### src/rtl/wam_hit_if.sv
// wam_hit_if -- game-side signal bundle for the whack-a-mole hit detector.
//   en      : game running; presses are ignored while low
//   restart : synchronous clear of score and misses
//   keys    : raw asynchronous push buttons, active-high, bit i = hole i
//   holes   : mole present per hole (same clock domain as the detector)
//   hit     : per-hole whack pending acknowledgement
//   score   : accepted hits, saturating at 9999
//   misses  : presses on empty holes, saturating at 255
interface wam_hit_if;
   logic        en;
   logic        restart;
   logic [7:0]  keys;
   logic [7:0]  holes;
   logic [7:0]  hit;
   logic [13:0] score;
   logic [7:0]  misses;

   modport master (output en, restart, keys, holes, input hit, score, misses);
   modport slave  (input en, restart, keys, holes, output hit, score, misses);
endinterface

### src/rtl/wam_hit.sv
// wam_hit -- debounces eight hole buttons, turns accepted whacks into
// per-hole hit strobes and keeps saturating score / miss counters.
//   clk   : single clock, all state on its rising edge
//   clr_n : asynchronous active-low clear of all state
//   bus   : wam_hit_if slave (en, restart, keys, holes -> hit, score, misses)
// Parameters:
//   DB_CYCLES   : cycles a synced key level must differ before it is accepted
//   HOLD_CYCLES : maximum cycles a hit strobe stays asserted
module wam_hit #(
   parameter int unsigned DB_CYCLES   = 16,
   parameter int unsigned HOLD_CYCLES = 1024
) (
   input  logic     clk,
   input  logic     clr_n,
   wam_hit_if.slave bus
);

   localparam int unsigned    HW        = (HOLD_CYCLES > 1) ? $clog2(HOLD_CYCLES) : 1;
   localparam logic [15:0]    DB_MAX    = 16'(DB_CYCLES - 1);
   localparam logic [HW-1:0]  HOLD_MAX  = HW'(HOLD_CYCLES - 1);
   localparam logic [13:0]    SCORE_MAX = 14'd9999;
   localparam logic [7:0]     MISS_MAX  = 8'd255;

   typedef enum logic {IDLE, HOLD} state_e;

   logic [7:0]    sync1_q, sync2_q;
   logic [7:0]    lvl_q, lvl_d;
   logic [15:0]   dbc_q [8];
   logic [15:0]   dbc_d [8];
   logic [7:0]    press_q, press_d;
   state_e        st_q [8];
   state_e        st_d [8];
   logic [HW-1:0] hc_q [8];
   logic [HW-1:0] hc_d [8];
   logic [7:0]    accept, miss_ev;
   logic [3:0]    n_acc, n_miss;
   logic [14:0]   score_sum;
   logic [8:0]    miss_sum;
   logic [13:0]   score_q, score_d;
   logic [7:0]    miss_q, miss_d;

   // Synchronizer, debounce and press-event registers.
   always_ff @(posedge clk or negedge clr_n) begin
      if (!clr_n) begin
         sync1_q <= '0;
         sync2_q <= '0;
         lvl_q   <= '0;
         press_q <= '0;
         for (int unsigned i = 0; i < 8; i++) dbc_q[i] <= '0;
      end else begin
         sync1_q <= bus.keys;
         sync2_q <= sync1_q;
         lvl_q   <= lvl_d;
         press_q <= press_d;
         for (int unsigned i = 0; i < 8; i++) dbc_q[i] <= dbc_d[i];
      end
   end

   // Counter runs only while the synced level disagrees with the accepted
   // level; any agreement restarts the qualification window.
   always_comb begin
      lvl_d = lvl_q;
      for (int unsigned i = 0; i < 8; i++) begin
         dbc_d[i] = '0;
         if (sync2_q[i] != lvl_q[i]) begin
            if (dbc_q[i] == DB_MAX) lvl_d[i] = ~lvl_q[i];
            else                    dbc_d[i] = dbc_q[i] + 16'd1;
         end
      end
      // Only rising debounced edges are presses; releases are dropped here.
      press_d = lvl_d & ~lvl_q;
   end

   // Per-hole FSM state register.
   always_ff @(posedge clk or negedge clr_n) begin
      if (!clr_n) begin
         for (int unsigned i = 0; i < 8; i++) begin
            st_q[i] <= IDLE;
            hc_q[i] <= '0;
         end
      end else begin
         for (int unsigned i = 0; i < 8; i++) begin
            st_q[i] <= st_d[i];
            hc_q[i] <= hc_d[i];
         end
      end
   end

   // Per-hole FSM next state; presses while in HOLD fall through unused.
   always_comb begin
      accept  = '0;
      miss_ev = '0;
      for (int unsigned i = 0; i < 8; i++) begin
         st_d[i] = st_q[i];
         hc_d[i] = hc_q[i];
         case (st_q[i])
            IDLE: begin
               if (press_q[i] && bus.en) begin
                  if (bus.holes[i]) begin
                     st_d[i]   = HOLD;
                     hc_d[i]   = '0;
                     accept[i] = 1'b1;
                  end else begin
                     miss_ev[i] = 1'b1;
                  end
               end
            end
            HOLD: begin
               if (!bus.en || !bus.holes[i] || (hc_q[i] == HOLD_MAX)) st_d[i] = IDLE;
               else                                                  hc_d[i] = hc_q[i] + HW'(1);
            end
            default: st_d[i] = IDLE;
         endcase
      end
   end

   // Score / miss accumulation with same-cycle saturation; restart wins.
   always_comb begin
      n_acc  = '0;
      n_miss = '0;
      for (int unsigned i = 0; i < 8; i++) begin
         n_acc  = n_acc  + {3'b000, accept[i]};
         n_miss = n_miss + {3'b000, miss_ev[i]};
      end
      score_sum = {1'b0, score_q} + {11'b0, n_acc};
      miss_sum  = {1'b0, miss_q}  + {5'b0, n_miss};
      score_d   = (score_sum > {1'b0, SCORE_MAX}) ? SCORE_MAX : score_sum[13:0];
      miss_d    = miss_sum[8] ? MISS_MAX : miss_sum[7:0];
      if (bus.restart) begin
         score_d = '0;
         miss_d  = '0;
      end
   end

   always_ff @(posedge clk or negedge clr_n) begin
      if (!clr_n) begin
         score_q <= '0;
         miss_q  <= '0;
      end else begin
         score_q <= score_d;
         miss_q  <= miss_d;
      end
   end

   // hit is the HOLD state itself, so it drops with the async clear.
   always_comb begin
      for (int unsigned i = 0; i < 8; i++) bus.hit[i] = (st_q[i] == HOLD);
   end

   assign bus.score  = score_q;
   assign bus.misses = miss_q;

endmodule

### src/flat_wrapper.sv
// flat-port wrapper written by rule: the top's interface ports become plain ports
module wam_hit_flat 
#(
   parameter int unsigned DB_CYCLES   = 16,
   parameter int unsigned HOLD_CYCLES = 1024
)
  (clk, clr_n, bus_en, bus_restart, bus_keys, bus_holes, bus_hit, bus_score, bus_misses);
  wam_hit_if bus_i ();
  input  logic clk;
  input  logic clr_n;
  input wire logic [$bits(bus_i.en)-1:0] bus_en;
  input wire logic [$bits(bus_i.restart)-1:0] bus_restart;
  input wire logic [$bits(bus_i.keys)-1:0] bus_keys;
  input wire logic [$bits(bus_i.holes)-1:0] bus_holes;
  output wire logic [$bits(bus_i.hit)-1:0] bus_hit;
  output wire logic [$bits(bus_i.score)-1:0] bus_score;
  output wire logic [$bits(bus_i.misses)-1:0] bus_misses;
  assign bus_i.en = bus_en;
  assign bus_i.restart = bus_restart;
  assign bus_i.keys = bus_keys;
  assign bus_i.holes = bus_holes;
  assign bus_hit = bus_i.hit;
  assign bus_score = bus_i.score;
  assign bus_misses = bus_i.misses;
  wam_hit #(.DB_CYCLES(DB_CYCLES), .HOLD_CYCLES(HOLD_CYCLES)) u_core (.clk(clk), .clr_n(clr_n), .bus(bus_i));
endmodule
### config.mk
export PLATFORM = sky130hd
export DESIGN_NAME = wam_hit_flat
export DESIGN_NICKNAME = d
export VERILOG_FILES = /design/src/rtl/wam_hit_if.sv /design/src/rtl/wam_hit.sv /design/src/flat_wrapper.sv
export SDC_FILE = /design/constraint.sdc
export NUM_CORES = 1
export LEC_CHECK = 0
export CAP_MARGIN = 20
export CORE_UTILIZATION = 40
export DETAILED_ROUTE_END_ITERATION = 16
export SYNTH_ARGS = -nofsm -noshare
export SYNTH_HDL_FRONTEND = slang
export SYNTH_SLANG_ARGS = --single-unit
### constraint.sdc
create_clock -name clk -period 7.75 [get_ports clk]
set_input_delay 0.775 -clock clk [delete_from_list [all_inputs] [get_ports clk]]
set_output_delay 0.775 -clock clk [all_outputs]
set_load 0.1 [all_outputs]
Yosys cells after proc, flatten, opt, wreduce, memory -nomap -nowiden
Index checks and enable logic that the tools add are counted.
Widths: inputs -> output; s select.
{ "word_totals": {"ff_bits": 270, "latchBits": 0, "ram_bits": 0, "rom_bits": 0, "inputBits": 20, "out_inout_bits": 30, "n_memories": 0} }
{ "op_classes": {"add_sub_neg": 32, "mul": 0, "div": 0, "magnitude_cmp": 1, "eq_ne": 48, "n_shift": 0, "n_mux": 132, "bitwise": 18, "reduce_logical": 41} }
{ "ops": {"columns": ["operator", "count"], "rows": [
  ["$mux 16", 16],
  ["$mux 10", 24],
  ["$pmux 10 s2", 8],
  ["$add 16x1->16 const B", 8],
  ["$eq 16x4->1 const B", 8],
  ["$add 10x1->10 const B", 8],
  ["$eq 10x10->1 const B", 8],
  ["$mux 1", 72],
  ["$add 4x1->4", 12],
  ["$ne 2x2->1 const B", 16],
  ["$mux 14", 2],
  ["$reduce_and 3->1", 8],
  ["$logic_or 1x1->1", 16],
  ["$mux 8", 2],
  ["$ne 2x1->1 const B", 8],
  ["$not 1->1", 16],
  ["$pmux 1 s2", 8],
  ["$add 14x4->15", 1],
  ["$gt 15x14->1 const B", 1],
  ["$add 8x4->9", 1],
  ["$logic_not 1->1", 9],
  ["$and 8x8->8", 1],
  ["$logic_and 1x1->1", 8],
  ["$ne 1x1->1", 8],
  ["other kinds (2)", 3]
]} }

Depth between registers and ports, before layout
{ "depth": {"ltp_word": 14, "depth_mapped": 21} }

Worst setup path after synthesis
Ideal clock, no wire load.
{ "synth_path": {"kind": "input -> register", "from": "input bus_en", "to": "register u_core.score_q[5], in the netlist u_core.bus.score[5]", "arrival_time_ps": 5432, "t_required_ps": 7630, "setup_slack_ps": 2198, "path_stages": 21, "cell_sequence": "buf_2 nand2_1 nor3b_2 ha_1 inv_1 fa_1 fa_1 inv_1 fa_1 inv_1 fa_1 inv_1 ha_1 a211oi_2 o21bai_1 and2_1 clkbuf_1 a31o_1 or2_1 buf_6 and4_1"} }
{ "synth_between": {"elab_chain_cells": 14, "word_cells_on_any_way": 35, "cone_classes": "add/sub: 8; order compare: 1; mux: 18; reduce/logical: 8"} }
{ "synth_lines": {"columns": ["element", "line_no", "rtl"], "rows": [
  ["start, declared", "flat_wrapper.sv:11", "input wire logic [$bits(bus_i.en)-1:0] bus_en;"],
  ["$logic_and 1x1->1", "wam_hit.sv:98", "if (press_q[i] && bus.en) begin"],
  ["$mux 1", "wam_hit.sv:98", null],
  ["$mux 1", "wam_hit.sv:96", "case (st_q[i])"],
  ["$add 1x1->2", "wam_hit.sv:122", "n_acc = n_acc + {3'b000, accept[i]};"],
  ["$add 4x1->4 (5 in a row)", "wam_hit.sv:122", null],
  ["$add 4x1->4 (*)", "wam_hit.sv:122", null],
  ["$add 14x4->15 (*)", "wam_hit.sv:125", "score_sum = {1'b0, score_q} + {11'b0, n_acc};"],
  ["$gt 15x14->1", "wam_hit.sv:127", "score_d = (score_sum > {1'b0, SCORE_MAX}) ? SCORE_MAX : score_sum[13:0];"],
  ["$mux 14 (*)", "wam_hit.sv:127", null],
  ["$mux 14 (*)", "wam_hit.sv:129", "if (bus.restart) begin"],
  ["net u_core.score_d[5]", "wam_hit.sv:39", "logic [13:0] score_q, score_d;"],
  ["end signal, assigned", "wam_hit.sv:140", "score_q <= score_d;"],
  ["end, declared", "wam_hit.sv:39", null]
]} }
Mark *: on every way through the listed nets, which the timed path passes. The rest lies on a longest branch.
A chain may end at the register's enable or synchronous reset.

Final worst setup path
{ "layout_path": {"from": "input bus_en", "to": "register u_core.score_q[7], in the netlist u_core.bus.score[7]"} }
The elaborated chain is that of the path after synthesis.

==> reports/qor.yml <==
tightest_slew_ps: 1050
clk_pin_slew_ps: 60
fillerInstances: 2958
antenna_found_initial: 0
seqCellArea_um2: 6760
post_cts_buffers: 0
drive_gt1_frac: 0.0629
cp_slowest_cell: "clkdlybuf4s50_1"
yosysSeqAreaShare: 0.514
layout_common_cells: "dfrtp_1 (270), nor2_1 (197), xor2_1 (104)"
max-cap-violations: 0
critPathKind: "input pin to flip-flop"
hold_class: "input pin to asynchronous set/reset pin"
p_per_area_nw_per_um2: 193
finalMaxSlewViolations: 0
outcome: "complete, no violations"
hold_slack_ps: 235
numCtsBuffers: 31
dieHeight_um: 183
drtPass1Iterations: 7
initial_core_util: 0.405
diodes: 0
wl_mm: 25.1
first_global_vias: 9066
detail_route.wl_per_cell_um: 13.9
clk_latency_ps: 560
ant_nets: 0
power.leakage_nw: 6.79
ys.flop_type: "dfrtp_1"
dpl-instance-area_um2: 14100
preCtsSetupSlack_ps: 973
fin_util: 0.465
synth_area_per_cell_um2: 10.2
path_cells: "clkdlybuf4s50_1 -> nand2_1 -> nor3b_2 -> buf_4 -> ha_1 -> inv_1 -> fa_1 -> fa_1 -> inv_1 -> fa_1 -> inv_1 -> fa_1 -> inv_1 -> fa_1 -> nand3_2 -> nand2_1 -> or4_4 -> a31oi_4 -> nand3_1 -> and4b_2"
final_common_cell: "dfrtp_1"
arrival_ps: 6680
fin_crit_sh: 0.805
cts_tree: "yes"
syn_inst: 1288
critPathLaunchType: "input pin"
first_iter_violations: 606
portBuffers: 49
ys_warn_count: 0
end_kind: "flip-flop"
cp_common_cell: "fa_1"
stdcell_count: 1810
tns_ps: 0
holdBufCountCts: 0
crit_required_ps: 8190
ys_top_cells_by_area: "dfrtp_1 (51%), xor2_1 (6.9%), nor2_1 (5.6%)"
rrSetupSlack_ps: 2320
synth_top_area_frac: 0.514
dp_hpwl_mm: 17.0
htree_levels: 1
critPathMaxStageDelay_ps: 850
yosysUniqueCellTypes: 61
grt_max_degree: 180
syn_to_final_growth_pct: 14.8
ir_drop_v: 0.000164
slew_headroom: 0.296
synth_top_area_cell: "dfrtp_1"
place_congestion: 0.832
clockBufferDepth: 3
synth-edff-count: 0
worst_slack_ps: 1510
setup_viol: 0
grt_pass1_wl_mm: 43.2
max_freq_mhz: 160
clock_skew_ps: 11.0
die_w_um: 183
syn_nets: 1348
multiInputGateArea_um2: 6100
drc: 0
synth.cell_area_um2: 13100
via_per_inst: 5.10
num_rows: 66
nets: 1408
die_area_um2: 33600
power_mw: 2.91
postCtsResizedCells: 0
core_area_um2: 32500
fin_area_um2: 15100
async_flop_share: 1.00
grt_overflow: 0
rsz0062_at_grt: "no"
post-place-cells: 1757
hold_violations: 0
io_pins: 50
cts.sinks: 270
critPathMaxFanout: 14
vias: 9239
clockRootBuffer: "clkbuf_16"
grt_usage: 0.154
synth-seq-cells: 270
fin_crit_ps: 6240
==> layer usage <==
layer / global-route usage / vias to the layer above / wire, µm
met5: 0 / - / 0
met2: 0.245 / 139 / 11200
met3: 0.0228 / 38 / 949
met4: 0.0453 / 0 / 514
li1: - / 4560 / -
met1: 0.218 / 4502 / 12500
==> synthesized netlist by cell type (5+ instances only) <==
master and n:
mux2i_1 6, nor2_1 197, nor3b_1 10, nand4bb_1 6
and3_1 57, inv_1 47, a21oi_1 35, mux2_2 12
nand2_1 89, nor2b_1 6, ha_1 30, clkbuf_1 18
nor3_1 22, and4_1 18, nand4_1 21, nor4_1 31
xor2_1 104, a21o_1 5, fa_1 10, and2_1 7
dfrtp_1 270, and4b_1 7, nand3_1 102, xnor2_1 72
or3_1 19, o21ai_0 28
==> sequential cells by signal (all words and copies together), names as in the netlist <==
name / cells
u_core.bus.hit: 8
u_core.bus.misses: 8
u_core.bus.score: 14
u_core.dbc_q: 128
u_core.hc_q: 80
u_core.lvl_q: 8
u_core.press_q: 8
u_core.sync1_q: 8
u_core.sync2_q: 8
==> kinds of logic after synthesis <==
| family | after synthesis | synth area share |
|---|---|---|
| flip-flops | 270 | 0.514 |
| AND/OR/NAND/NOR | 607 | 0.234 |
| buffers and inverters | 73 | 0.0224 |
| multiplexers | 18 | 0.0148 |
| adder cells (fa/ha/maj) | 40 | 0.0438 |
| XOR/XNOR | 176 | 0.117 |
| AO/OA/AOI/OAI | 104 | 0.0535 |
==> final timing paths <==
path,endpoint,depth (start not counted),from
hold / removal,u_core.dbc_q[13],1,clr_n
min in group clk,u_core.sync2_q[6],0,u_core.sync1_q[6]
hold reg to reg,u_core.sync2_q[6],0,u_core.sync1_q[6]
setup reg to reg,u_core.bus.score[7],16,u_core.bus.hit[2]
setup / recovery,u_core.bus.score[7],20,bus_en
max in group asynchronous,u_core.dbc_q[67],2,clr_n
==> worst max-delay path: cells and delay by family <==
kind	cells	cell delay, ps
adder cells (fa/ha/maj)	6	2320
AND/OR/NAND/NOR	7	2050
buffers and inverters	6	1330
AO/OA/AOI/OAI	1	180
==> report_power, final <==
| group | switching (mW) | internal (mW) | leakage (nW) |
|---|---|---|---|
| combinational | 0.0499 | 0.0218 | 2.63 |
| clock | 0.567 | 0.834 | 0.477 |
| sequential | 0.0109 | 1.42 | 3.68 |
==> final cells by class <==
cell class,count,share of cell area
clock buffers,43,0.0570
clock inverters,10,0.00730
inverters,47,0.0117
multi-input cells,945,0.404
flip-flops and latches,270,0.448
well taps,442,0.0366
repair buffers,53,0.0357
No activity file was read; power rests on OpenSTA's default activity.
==> RTL change, RTL diff (config.mk and constraints unchanged) <==
`HOLD_CYCLES` is set to 1024 in 2 places; all go to 512.
--- a/src/rtl/wam_hit.sv
+++ b/src/rtl/wam_hit.sv
@@ -9,5 +9,5 @@
 module wam_hit #(
    parameter int unsigned DB_CYCLES   = 16,
-   parameter int unsigned HOLD_CYCLES = 1024
+   parameter int unsigned HOLD_CYCLES = 512
 ) (
    input  logic     clk,
--- a/src/flat_wrapper.sv
+++ b/src/flat_wrapper.sv
@@ -3,5 +3,5 @@
 #(
    parameter int unsigned DB_CYCLES   = 16,
-   parameter int unsigned HOLD_CYCLES = 1024
+   parameter int unsigned HOLD_CYCLES = 512
 )
   (clk, clr_n, bus_en, bus_restart, bus_keys, bus_holes, bus_hit, bus_score, bus_misses);
Check against the original RTL: same outputs for any inputs over 10 cycles, from zero or initial values; that may be too few to reach the edited logic, so the function may still have changed.
==> RTL change against the unedited design <==
Combinational power rose by 24%. First-iteration DRC count fell by 22%. Area after synthesis fell by 3.1%. Power rose by 1.7%. Die area fell by 3.1%. Wire length fell by 7.1%. Maximum frequency rose by 1.2%. Worst setup slack improved by 0.076 ns. Sequential cell count fell by 8. Final area fell by 2.7%. Critical path type unchanged.
==> RTL change: results (changes against the unedited design) <==
Top reg by flops - u_core.dbc_q
Post-CTS Setup Inserts - 0 (unchanged)
Critical path's largest stage delay - 0.62 ns (-0.23 ns)
Largest net degree at the start of global routing - 129 (-28%)
GRT Total Usage - 14.9% (-0.54 points)
Syn nets - 1308 (-3.0%)
Dominant synthesized flop cell - dfrtp_1
I/O Buffers - 49 (unchanged)
Crit Reg-Reg Endpoint - u_core.bus.score[5]
Worst path arrival time - 6.61 ns (-0.07 ns)
Flop2flop setup slack - 2.00 ns (-0.32 ns)
Top cells by area, synth - dfrtp_1 51%, xor2_1 8.4%, nor2_1 5.3%
Worst-path clk slew - 0.06 ns (about the same)
Root Driver - clkbuf_16
GPL Wtd Cong - 0.795 (-4.4%)
CTS Buf Count - 30 (-3.2%)
Worst-path maximum fanout - 11 (-3)
Global-route wire length before repair - 41.2 mm (-4.8%)
Worst slew margin - 28.8% (-0.78 points)
Worst path slowest cell - nor3b_1
Via count - 8742 (-5.4%)
Async S/R FF share, synth - 100% (unchanged)
Drt pass-1 iters - 5 (-2)
Fill count - 2852 (-3.6%)
Max IR drop VDD - 164 µV (+0.37%)
Hold Path Class - in2async
Outcome - completed
Worst-Skew Late Latency - 0.54 ns (-0.02 ns)
Register area share after synthesis - 51.5% (+0.069 points)
Reg2reg path depth - 17 (+1)
Synth warn - 0 (unchanged)
DPL Wire Length - 15.8 mm (-7.0%)
Clock tree buffer depth - 3 (unchanged)
CTS resizes - 0 (unchanged)
Initial antenna violation count - 0 (unchanged)
# diodes - 0 (unchanged)
Critical R2R Launch - u_core.bus.hit[1]
Net count, final - 1364 (-3.1%)
Commonest cells in the netlist - 262 x dfrtp_1, 181 x nor2_1, 122 x xor2_1
Leak Pwr - 6.82 nW (+0.43%)
Vias in the first global route - 8604 (-5.1%)
Max FFs per register - 128 (unchanged)
H-tree levels - 1 (unchanged)
Routed length per instance - 13.6 µm (-2.0%)
Synth cell types - 58 (-4.9%)
Clk_skew - 0.0121 ns (+0.00107 ns)
1st-iter DRT viols - 472 (-22%)
Proportion of layout cells with a drive suffix above 1 - 6.82% (+0.54 points)
[RTL change: changes by cell type after synthesis, sizes merged, moves of 8 or more]
cell	change
and4	-13
xor2	+18
ha	+8
nor3	-14
dfrtp	-8
nor2	-16
and3	+9
nand3	-28
nand4	+14
nand2	+17
o211ai	+9
xnor2	-28
[RTL change: through the flow]
step                setup WS (ns)  hold slack (ns)  cell area [µm²]  cells
global placement             1.11            0.333            13600   1660
detailed placement          0.989            0.335            13600   1660
floorplan                    1.76            0.331            12700   1240
CTS                          1.55            0.352            14700   1715
global route                 1.25            0.356            14700   1715
finish                       1.59            0.350            14700   1715
[RTL change: cell type report]
type                       instances  area [µm²]  area share [%]
sequential                       262        6560            44.6
inverter                          42         158            1.07
clock buffer                      44         895            6.09
clock inverter                    11         159            1.08
multi-input combinational        908        5910            40.2
timing repair buffer              52         518            3.53
tap                              396         495            3.37
[RTL change: routing by layer]
metal | GRT usage [%] | share of wire (%) | vias to the layer above
met5 | 0 | 0 | -
met4 | 3.59 | 1.6 | 0
met3 | 2.22 | 3.3 | 31
met2 | 24.0 | 45 | 97
met1 | 21.1 | 50 | 4235
li1 | - | - | 4379
[RTL change: worst max-delay path: cells and delay by family]
| family | cells | cell delay [ns] |
|---|---|---|
| AO/OA/AOI/OAI | 5 | 1.51 |
| AND/OR/NAND/NOR | 3 | 0.97 |
| buffers and inverters | 5 | 0.91 |
| adder cells (fa/ha/maj) | 6 | 2.44 |
[RTL change: cells by family after synthesis]
| group | synth area share (%) |
|---|---|
| buffers and inverters | 2.18 |
| adders and majority gates | 5.30 |
| DFF | 51.5 |
| muxes | 1.12 |
| and+or+nand+nor | 22.4 |
| xor gates and xnor gates | 11.4 |
| AOI/OAI and AO/OA | 6.08 |
[RTL change: worst max path at each step]
stage	end	slack, ns	cells past startpoint	start
after CTS	u_core.bus.score[5]	1.55	19	bus_en
after floorplan	u_core.bus.score[12]	1.76	21	bus_en
after global routing	u_core.bus.score[5]	1.25	19	bus_en
final	u_core.bus.score[5]	1.59	19	bus_en
after global placement	u_core.bus.score[5]	1.11	19	bus_en
after detailed placement	u_core.bus.score[5]	0.99	19	bus_en
[RTL change: report_power, final]
part | leakage [nW] | internal (mW) | switching, mW
combinational | 2.76 | 0.0275 | 0.0613
sequential | 3.53 | 1.38 | 0.0121
clock | 0.524 | 0.928 | 0.547
total | 6.82 | 2.34 | 0.620
